File: config.mk
export PLATFORM = sky130hd
export DESIGN_NAME = dmem_port_arbiter
export DESIGN_NICKNAME = d
export VERILOG_FILES = /design/src/rtl/dmem_port_arbiter.sv
export SDC_FILE = /design/constraint.sdc
export NUM_CORES = 1
export LEC_CHECK = 0
export CAP_MARGIN = 20
export CORE_ASPECT_RATIO = 1.5
export CORE_MARGIN = 4
export CORE_UTILIZATION = 29
export CTS_CLUSTER_SIZE = 40
export DETAILED_ROUTE_END_ITERATION = 6
export PLACE_DENSITY_LB_ADDON = 0.15
export SYNTH_ARGS = -nofsm -noshare
export SYNTH_HDL_FRONTEND = slang
export SYNTH_SLANG_ARGS = --single-unit
File: constraint.sdc
create_clock -name Clock -period 3.2 [get_ports Clock]
set_input_delay 0.8 -clock Clock [delete_from_list [all_inputs] [get_ports Clock]]
set_output_delay 0.8 -clock Clock [all_outputs]
set_load 0.005 [all_outputs]
File: src/rtl/dmem_port_arbiter.sv
// dmem_port_arbiter: shares the single-port data memory between the Control_Unit
// (port C) and the debug/program loader (port G). C normally wins; a C-side lock
// keeps multi-cycle C sequences together, and a wait counter guarantees that a
// starved G request is eventually served. Read data returns one cycle after the
// grant and is steered to whichever port issued the read.
module dmem_port_arbiter #(
    parameter int ADDR_W   = 8,
    parameter int DATA_W   = 16,
    parameter int MAX_WAIT = 4
) (
    input  logic              Clock,
    input  logic              Reset,
    input  logic              C_REQ,
    input  logic              C_LOCK,
    input  logic              C_WR,
    input  logic [ADDR_W-1:0] C_ADDR,
    input  logic [DATA_W-1:0] C_WDATA,
    output logic              C_GNT,
    output logic              C_RVALID,
    output logic [DATA_W-1:0] C_RDATA,
    input  logic              G_REQ,
    input  logic              G_WR,
    input  logic [ADDR_W-1:0] G_ADDR,
    input  logic [DATA_W-1:0] G_WDATA,
    output logic              G_GNT,
    output logic              G_RVALID,
    output logic [DATA_W-1:0] G_RDATA,
    output logic [ADDR_W-1:0] D_ADDR,
    output logic              D_WR,
    output logic [DATA_W-1:0] D_WDATA,
    input  logic [DATA_W-1:0] D_RDATA
);

    // Which port, if any, owns the read data arriving from memory this cycle.
    typedef enum logic [1:0] {
        TagNone = 2'd0,
        TagC    = 2'd1,
        TagG    = 2'd2
    } rdTag_t;

    localparam logic [3:0] MaxWait = 4'(MAX_WAIT);

    logic       lock_q,    lock_d;
    logic [3:0] waitCnt_q, waitCnt_d;
    rdTag_t     rdTag_q,   rdTag_d;

    logic cGnt;
    logic gGnt;

    // Grant decision: lock beats starvation, starvation beats C priority, C beats G.
    always_comb begin
        cGnt = 1'b0;
        gGnt = 1'b0;
        if (Reset) begin
            if (lock_q && C_REQ) begin
                cGnt = 1'b1;
            end else if (G_REQ && (waitCnt_q == MaxWait)) begin
                gGnt = 1'b1;
            end else if (C_REQ) begin
                cGnt = 1'b1;
            end else if (G_REQ) begin
                gGnt = 1'b1;
            end
        end
    end

    assign C_GNT = cGnt;
    assign G_GNT = gGnt;

    // Steer the granted port onto the memory bus; an idle bus is driven to zero.
    always_comb begin
        D_ADDR  = '0;
        D_WR    = 1'b0;
        D_WDATA = '0;
        if (cGnt) begin
            D_ADDR  = C_ADDR;
            D_WR    = C_WR;
            D_WDATA = C_WDATA;
        end else if (gGnt) begin
            D_ADDR  = G_ADDR;
            D_WR    = G_WR;
            D_WDATA = G_WDATA;
        end
    end

    // Next state for the lock, the G starvation counter and the read-return tag.
    always_comb begin
        lock_d    = cGnt & C_LOCK;
        waitCnt_d = waitCnt_q;
        rdTag_d   = TagNone;
        if (gGnt || !G_REQ) begin
            waitCnt_d = 4'd0;
        end else if (waitCnt_q != MaxWait) begin
            waitCnt_d = waitCnt_q + 4'd1;
        end
        if (cGnt && !C_WR) begin
            rdTag_d = TagC;
        end else if (gGnt && !G_WR) begin
            rdTag_d = TagG;
        end
    end

    // State registers with synchronous active-low clear; a pending read is dropped.
    always_ff @(posedge Clock) begin
        if (!Reset) begin
            lock_q    <= 1'b0;
            waitCnt_q <= 4'd0;
            rdTag_q   <= TagNone;
        end else begin
            lock_q    <= lock_d;
            waitCnt_q <= waitCnt_d;
            rdTag_q   <= rdTag_d;
        end
    end

    // Read return: only the tagged port sees valid data, the other sees zero.
    // Gating with Reset suppresses a read that was granted just before reset.
    assign C_RVALID = Reset && (rdTag_q == TagC);
    assign G_RVALID = Reset && (rdTag_q == TagG);
    assign C_RDATA  = C_RVALID ? D_RDATA : '0;
    assign G_RDATA  = G_RVALID ? D_RDATA : '0;

endmodule

[After elaboration in Yosys (flattened, before gate mapping)]
Cells that the tools add are included.
Word-level totals
  flip-flop bits (word level): 7
Operators by class
  equal/unequal tests: 4
  reduce and logical (&&, ||, !) cells: 12
  bitwise logic cells: 2
  multiplexer cells: 19
  add/sub/neg operators: 1
Operator list (count)
  $mux 16: 4
  $mux 8: 2
  $mux 1: 12
  $logic_and 1x1->1: 6
  $add 4x1->4 const B: 1
  $eq 4x3->1 const B: 1
  $ne 4x3->1 const B: 1
  $reduce_or 2->1: 2
  $logic_not 1->1: 3
  $eq 2x1->1 const B: 1
  $eq 2x2->1 const B: 1
  $mux 2: 1
  $and 1x1->1: 1
  $logic_or 1x1->1: 1
  $not 1->1: 1

[Longest topological paths before layout]
Gate-level depths: netlist of the first run.
  word-level depth: 8
  mapped depth: 6
  depth with buffers taken out: 5

[Worst setup path after synthesis of the first run]
Ideal clock, no wire load.
  path kind: input-to-output
  start: input Reset
  end: output G_RDATA[10]
  setup slack: 0.827 ns
  stages: 5
  required time: 2.400 ns
  arrival: 1.573 ns
  buffers on the path: 2
  path through: buf_4 -> inv_2 -> nor3b_4 -> buf_2 -> and2_1
Between the ends
  longest elaborated chain between the ends: 2
Ends and longest elaborated chain
  from (decl): line 12  | input logic Reset,
  $logic_and 1x1->1: line 119  | assign G_RVALID = Reset && (rdTag_q == TagG);
  named net G_RVALID: line 26  | output logic G_RVALID,
  $mux 16: line 121  | assign G_RDATA = G_RVALID ? D_RDATA : '0;
  to (decl): line 27  | output logic [DATA_W-1:0] G_RDATA,
The timed path passes the listed nets, and every way through them passes these cells.

[Worst setup path after layout of the first run]
  start: input C_REQ
  end: output D_ADDR[1]
Between the ends
  longest elaborated chain between the ends: 6
  elaborated cells on any way between the ends: 11
  those cells by class: mux (10); reduce/logical (1)
Ends and longest elaborated chain
  from (decl): line 13  | input logic C_REQ,
  $mux 1: line 59  | end else if (C_REQ) begin
  $mux 1: line 57  | end else if (G_REQ && (waitCnt_q == MaxWait)) begin
  $mux 1: line 55  | if (lock_q && C_REQ) begin
  $mux 1: line 54  | if (Reset) begin
  $mux 8: line 79  | end else if (gGnt) begin
  $mux 8 (*): line 75  | if (cGnt) begin
  to (decl): line 28  | output logic [ADDR_W-1:0] D_ADDR,
Every way passes the cells marked *; elsewhere a longest branch is shown, timed or not.

==> impl_metrics.prom, run 1 <==
# TYPE chip_impl_metric gauge
chip_impl_metric{name="setup-violations-final",unit=""} 0
chip_impl_metric{name="synth_warnings",unit=""} 0
chip_impl_metric{name="cts.sinks",unit=""} 7
chip_impl_metric{name="worst_reg_to_reg_path_cell_count",unit=""} 6
chip_impl_metric{name="synth.distinct_cells",unit=""} 27
chip_impl_metric{name="die-height",unit="um"} 84.5
chip_impl_metric{name="synth_seq_cells",unit=""} 7
chip_impl_metric{name="worst-path-max-fanout",unit=""} 27
chip_impl_metric{name="worst-slew-pin-transition",unit="ns"} 0.482
chip_impl_metric{name="reg2reg_setup_slack",unit="ns"} 1.71
chip_impl_info{name="synth_area_leader_cell",value="sky130_fd_sc_hd__o22ai_2"} 1
chip_impl_metric{name="cts_max_path_buffers",unit=""} 2
chip_impl_metric{name="antenna_violating_nets_post_route",unit=""} 0
chip_impl_metric{name="netlist.area_leader.share",unit=""} 0.199
chip_impl_info{name="startpoint",value="C_REQ"} 1
chip_impl_metric{name="global_route.overflow_total",unit=""} 0
chip_impl_metric{name="instances_no_fill",unit=""} 333
chip_impl_metric{name="clock_latency",unit="ns"} 0.23
chip_impl_metric{name="synthCells",unit=""} 160
chip_impl_metric{name="final_core_utilization",unit=""} 0.694
chip_impl_metric{name="hold_viol_final",unit=""} 0
chip_impl_metric{name="total_standard_cell_area_after_synthesis",unit="sq mm"} 0.00113
chip_impl_info{name="result_of_the_run",value="completed"} 1
chip_impl_metric{name="worst-endpoint-required",unit="ns"} 2.40
chip_impl_info{name="min_path_type",value="flop to flop"} 1
chip_impl_metric{name="initial_core_util",unit=""} 0.305
chip_impl_metric{name="die_area",unit="sq mm"} 0.00499
chip_impl_metric{name="violation_count_after_the_first_detailed_routing_iteration",unit=""} 34
chip_impl_metric{name="fin_crit_sh",unit=""} 0.984
chip_impl_metric{name="num_vias",unit=""} 1557
chip_impl_metric{name="fin_tns_setup",unit="ns"} 0
chip_impl_metric{name="grt.total_usage",unit=""} 0.180
chip_impl_metric{name="avgViaCountPerCell",unit=""} 4.68
chip_impl_metric{name="antenna_cells_inserted",unit=""} 0
chip_impl_metric{name="drv_cap",unit=""} 0
chip_impl_metric{name="cts_max_level",unit=""} 1
chip_impl_metric{name="asyncSetResetFlopFracSynth",unit=""} 0
chip_impl_metric{name="area_delta_synth_final",unit="%"} 128
chip_impl_metric{name="first_pass_iters",unit=""} 4
chip_impl_info{name="crit_path_end",value="D_ADDR[1]"} 1
chip_impl_metric{name="wirelength",unit="um"} 4570
chip_impl_info{name="cts_root_buffer",value="sky130_fd_sc_hd__clkbuf_8"} 1
chip_impl_info{name="synth_ff_type",value="sky130_fd_sc_hd__dfxtp_1"} 1
chip_impl_info{name="cts_tree",value="built"} 1
chip_impl_info{name="crit_path_end_kind",value="output pin"} 1
chip_impl_metric{name="dpl_wire_length",unit="um"} 3750
chip_impl_metric{name="grt_first_pass_wirelength",unit="um"} 7000
chip_impl_metric{name="gp_congestion",unit=""} 0.806
chip_impl_metric{name="io_pins",unit=""} 132
chip_impl_metric{name="detail_route.drc_violations",unit=""} 0
chip_impl_metric{name="finalCriticalPeriod",unit="ns"} 3.15
chip_impl_metric{name="antenna_found_initial",unit=""} 0
chip_impl_metric{name="fmax",unit="MHz"} 318
chip_impl_metric{name="routed_wire_length_per_instance",unit="um"} 13.7
chip_impl_metric{name="fp.dieW",unit="um"} 59.0
chip_impl_metric{name="worst_ir_drop_vdd",unit="V"} 0.000207
chip_impl_metric{name="cts_inserted_buffers",unit=""} 3
chip_impl_metric{name="post_cts_hold_buffer_count",unit=""} 0
chip_impl_metric{name="total_power",unit="W"} 0.000448
chip_impl_metric{name="final.setup_skew",unit="ns"} 0.000859
chip_impl_info{name="most-common-layout-cells",value="sky130_fd_sc_hd__clkdlybuf4s50_1, sky130_fd_sc_hd__nand2_1, sky130_fd_sc_hd__and2_1"} 1
chip_impl_info{name="critPathKind",value="input pin to output pin"} 1
chip_impl_metric{name="cts.clk_slew.worst_paths",unit="ns"} 0.04
chip_impl_info{name="layout_commonest_cell",value="sky130_fd_sc_hd__clkdlybuf4s50_1"} 1
chip_impl_metric{name="grt_max_degree",unit=""} 37
chip_impl_metric{name="maxSlewViolCount",unit=""} 0
chip_impl_metric{name="synth_sequential_area_ratio",unit=""} 0.124
chip_impl_metric{name="layout_nets",unit=""} 364
chip_impl_metric{name="coreArea",unit="sq mm"} 0.00372
chip_impl_metric{name="grt_pass1_vias",unit=""} 1485
chip_impl_info{name="grt_setup_unrepaired",value="no"} 1
chip_impl_metric{name="drive_gt1_frac",unit=""} 0.131
chip_impl_metric{name="worst_slew_margin_rel",unit=""} 0.678
chip_impl_metric{name="placed_cells_incl_taps",unit=""} 328
chip_impl_info{name="r2r_start",value="waitCnt_q[0]"} 1
chip_impl_metric{name="synth_nets",unit=""} 233
chip_impl_metric{name="placementRows",unit=""} 27
chip_impl_metric{name="critPathArrivalTime",unit="ns"} 2.35
chip_impl_metric{name="synth_enable_flop_cells",unit=""} 0
chip_impl_info{name="startpoint_type",value="input pin"} 1
chip_impl_metric{name="cts_post_setup_buffers_inserted",unit=""} 0
chip_impl_metric{name="power_leakage",unit="nW"} 1.14
chip_impl_metric{name="syn-mean-instance-area",unit="sq um"} 7.08
chip_impl_metric{name="power-per-cell-area",unit="mW/mm^2"} 174
chip_impl_info{name="netlist_top_cells_area",value="sky130_fd_sc_hd__o22ai_2, sky130_fd_sc_hd__nand2_1, sky130_fd_sc_hd__and2_1"} 1
chip_impl_info{name="r2r_end",value="rdTag_q[0]"} 1
chip_impl_metric{name="port_buffers",unit=""} 131
chip_impl_info{name="worstHoldStart",value="waitCnt_q[3]"} 1
[cells in the mapped netlist (all sizes together), types with 2 or more instances]
master / n
nand3: 2
inv: 5
dfxtp: 7
nand2: 54
nor3: 3
nor2: 6
ha: 2
clkbuf: 5
buf: 7
and2: 32
o22ai: 25
o21ai: 2
[metal layers]
layer / up-vias / wire (um) / GRT usage
li1: 797 / - / -
met1: 666 / 1560 / 0.161
met2: 92 / 2370 / 0.342
met3: 2 / 615 / 0.0862
met4: 0 / 27 / 0.0495
met5: - / 0 / 0
[worst max-delay path, cell delays in order]
cell and delay, ns:
sky130_fd_sc_hd__clkdlybuf4s50_1 0.43, sky130_fd_sc_hd__inv_1 0.11, sky130_fd_sc_hd__o21ai_4 0.07, sky130_fd_sc_hd__buf_12 0.17
sky130_fd_sc_hd__o22ai_1 0.21, sky130_fd_sc_hd__clkdlybuf4s50_1 0.54
[power by group]
group,leakage (nW),total [W],switching [W],internal [W]
logic,1.06,0.000233,0.0000799,0.000153
clock network,0.0228,0.000123,0.0000371,0.0000861
registers,0.0569,0.0000917,0.00000194,0.0000897
total,1.14,0.000448,0.000119,0.000329
[through the flow]
step                instance area (sq um)  hold WS (ns)  worst slack [ns]
global placement                     2480         0.543          -0.00177
finish                               2580         0.549            0.0520
global route                         2580         0.594          0.000934
floorplan                            1130         0.503             0.827
detailed placement                   2480         0.543           -0.0212
CTS                                  2550         0.554          0.000169
[cells by family after synthesis]
group | Yosys count | synth area share
adder cells (fa/ha/maj) | 2 | 0.0221
AO/OA/AOI/OAI | 29 | 0.277
XOR/XNOR | 1 | 0.00774
buffers and inverters | 17 | 0.0884
flip-flops | 7 | 0.124
AND/OR/NAND/NOR | 102 | 0.462
multiplexers | 2 | 0.0188
[flip-flops by register name (all words and copies together), names as in the netlist]
name	count
waitCnt_q	4
lock_q	1
rdTag_q	2
[how the worst min path moves through the flow]
stage	endpoint	depth (start not counted)
after detailed placement	waitCnt_q[3]	2
final	waitCnt_q[3]	2
after global placement	waitCnt_q[3]	2
after CTS	waitCnt_q[3]	2
after floorplan	waitCnt_q[3]	2
after global routing	waitCnt_q[3]	2
[cell type report]
class / instances / area [sq um]
Tap cell: 43 / 53.8
Timing Repair Buffer: 138 / 1430
Clock buffer: 4 / 45.0
Sequential cell: 7 / 140
Fill cell: 323 / 1140
Multi-Input combinational cell: 136 / 892
Inverter: 5 / 18.8
[what timing repair did]
| item | CTS | global route |
|---|---|---|
| pin swaps | 0 | 0 |
| setup endpoints to repair | 9 | 10 |
| resized for setup | 3 | 10 |
| hold endpoints to repair | 0 | 0 |
| gates cloned | 1 | 0 |
Note: power is estimated with default switching activity, not from simulation.
==> inputs of run 2 (changes only) <==
TNS_END_PERCENT = 5   (was default)
clock period = 3.8 ns   (was 3.2 ns; I/O delays follow)
==> impl_metrics.prom, run 2 (synthesis gave the netlist of run 1 again) <==
# TYPE chip_impl_metric gauge
chip_impl_metric{name="final.setup_skew",unit="ns"} 0.00646
chip_impl_metric{name="fin_tns_setup",unit="ns"} 0
chip_impl_info{name="startpoint_type",value="input pin"} 1
chip_impl_metric{name="multi_input_comb_area",unit="sq um"} 892
chip_impl_metric{name="initial_core_util",unit=""} 0.305
chip_impl_metric{name="num_vias",unit=""} 1512
chip_impl_metric{name="cts-resized-gates",unit=""} 0
chip_impl_metric{name="gp_congestion",unit=""} 0.769
chip_impl_metric{name="cts_post_setup_buffers_inserted",unit=""} 0
chip_impl_info{name="cts_root_buffer",value="sky130_fd_sc_hd__clkbuf_8"} 1
chip_impl_metric{name="worst-slew-pin-transition",unit="ns"} 0.470
chip_impl_metric{name="maxSlewViolCount",unit=""} 0
chip_impl_metric{name="grt_pass1_vias",unit=""} 1437
chip_impl_metric{name="cts.sinks",unit=""} 7
chip_impl_metric{name="routed_wire_length_per_instance",unit="um"} 13.6
chip_impl_metric{name="worst_ir_drop_vdd",unit="V"} 0.000201
chip_impl_metric{name="clock_latency",unit="ns"} 0.24
chip_impl_info{name="cts_tree",value="built"} 1
chip_impl_metric{name="die-height",unit="um"} 84.5
chip_impl_metric{name="finalCriticalPeriod",unit="ns"} 3.53
chip_impl_metric{name="placementRows",unit=""} 27
chip_impl_info{name="result_of_the_run",value="completed"} 1
chip_impl_metric{name="hold_slack",unit="ns"} 0.556
chip_impl_metric{name="power-per-cell-area",unit="mW/mm^2"} 151
chip_impl_metric{name="hold_viol_final",unit=""} 0
chip_impl_info{name="crit_path_end_kind",value="output pin"} 1
chip_impl_metric{name="power_leakage",unit="nW"} 0.954
chip_impl_metric{name="first_pass_iters",unit=""} 5
chip_impl_metric{name="die_area",unit="sq mm"} 0.00499
chip_impl_metric{name="io_pins",unit=""} 132
chip_impl_metric{name="global_route.overflow_total",unit=""} 0
chip_impl_metric{name="grt_first_pass_wirelength",unit="um"} 6730
chip_impl_metric{name="reg2reg_setup_slack",unit="ns"} 2.35
chip_impl_metric{name="fin_crit_sh",unit=""} 0.929
chip_impl_metric{name="worst_slew_margin_rel",unit=""} 0.686
chip_impl_metric{name="drv_cap",unit=""} 0
chip_impl_metric{name="violation_count_after_the_first_detailed_routing_iteration",unit=""} 29
chip_impl_info{name="min_path_type",value="flop to flop"} 1
chip_impl_info{name="most-common-layout-cells",value="sky130_fd_sc_hd__clkdlybuf4s50_1, sky130_fd_sc_hd__nand2_1, sky130_fd_sc_hd__and2_1"} 1
chip_impl_metric{name="coreArea",unit="sq mm"} 0.00372
chip_impl_metric{name="register_area",unit="sq um"} 140
chip_impl_metric{name="cts.clk_slew.worst_paths",unit="ns"} 0.04
chip_impl_info{name="critPathKind",value="input pin to output pin"} 1
chip_impl_metric{name="cts_inserted_buffers",unit=""} 3
chip_impl_metric{name="antenna_violating_nets_post_route",unit=""} 0
chip_impl_metric{name="fp.dieW",unit="um"} 59.0
chip_impl_metric{name="port_buffers",unit=""} 131
chip_impl_metric{name="drive_gt1_frac",unit=""} 0.122
chip_impl_metric{name="antenna_found_initial",unit=""} 0
chip_impl_info{name="biggestRegsByFlops",value="waitCnt_q: 4 flops, rdTag_q: 2 flops, lock_q: 1 flops"} 1
chip_impl_metric{name="antenna_cells_inserted",unit=""} 0
chip_impl_metric{name="dpl_wire_length",unit="um"} 3640
chip_impl_info{name="registers.top_by_ff_count",value="waitCnt_q"} 1
chip_impl_metric{name="detail_route.drc_violations",unit=""} 0
chip_impl_metric{name="setup-violations-final",unit=""} 0
chip_impl_metric{name="cts_max_path_buffers",unit=""} 2
chip_impl_metric{name="avgViaCountPerCell",unit=""} 4.58
chip_impl_metric{name="wirelength",unit="um"} 4470
chip_impl_metric{name="worst-path-max-fanout",unit=""} 27
chip_impl_info{name="layout_commonest_cell",value="sky130_fd_sc_hd__clkdlybuf4s50_1"} 1
chip_impl_metric{name="area_delta_synth_final",unit="%"} 122
chip_impl_metric{name="n_fill_cell",unit=""} 320
chip_impl_metric{name="flip_flop_count_of_the_largest_register_all_copies_and_words_added",unit=""} 4
chip_impl_metric{name="grt.total_usage",unit=""} 0.170
chip_impl_metric{name="cts_max_level",unit=""} 1
chip_impl_metric{name="grt_max_degree",unit=""} 51
chip_impl_metric{name="worst-endpoint-required",unit="ns"} 2.85
chip_impl_metric{name="critPathArrivalTime",unit="ns"} 2.58
chip_impl_metric{name="fmax",unit="MHz"} 283
chip_impl_metric{name="post_cts_hold_buffer_count",unit=""} 0
chip_impl_info{name="grt_setup_unrepaired",value="no"} 1
chip_impl_metric{name="layout_nets",unit=""} 361
## run 2: metrics by stage
stage                     setup WS (ns)  total power, W  cell area (sq um)  cells  utilization
final                             0.270        0.000380               2510    330        0.676
after global routing              0.206        0.000402               2510    330        0.676
after CTS                         0.253        0.000385               2510    330        0.676
after detailed placement          0.257        0.000273               2470    326        0.664
after global placement            0.279        0.000271               2470    326        0.664
after floorplan                    1.13        0.000147               1130    160            -
## run 2: final cells by class
cell class              count  area share
multi-input cells         136       0.355
clock buffers               4      0.0179
well taps                  43      0.0214
flip-flops and latches      7      0.0558
inverters                   5     0.00747
repair buffers            135       0.542
## run 2: critical path, cell delays in order
cell and delay (ns):
sky130_fd_sc_hd__clkdlybuf4s50_1 0.55, sky130_fd_sc_hd__inv_1 0.10, sky130_fd_sc_hd__o21ai_4 0.17, sky130_fd_sc_hd__buf_12 0.21, sky130_fd_sc_hd__o22ai_1 0.12, sky130_fd_sc_hd__clkdlybuf4s50_1 0.46
## run 2: path summary, 6_finish.rpt
kind                 from           end  cells past startpoint
max                 C_REQ     D_ADDR[1]                      6
min          waitCnt_q[3]  waitCnt_q[3]                      2
max reg2reg  waitCnt_q[0]    rdTag_q[1]                      6
min reg2reg  waitCnt_q[3]  waitCnt_q[3]                      2
## run 2: where the power goes
part / switching [W] / internal (W)
logic: 0.0000663 / 0.000127
clock network: 0.0000370 / 0.0000730
registers: 0.00000156 / 0.0000755
total: 0.000105 / 0.000275
## run 2: per-layer routing
metal | vias to the layer above | share of wire | global-route usage
met4 | 0 | 0.0083 | 0.0371
met5 | - | 0 | 0
met2 | 95 | 0.49 | 0.304
met1 | 626 | 0.37 | 0.176
met3 | 5 | 0.13 | 0.0785
li1 | 786 | - | -
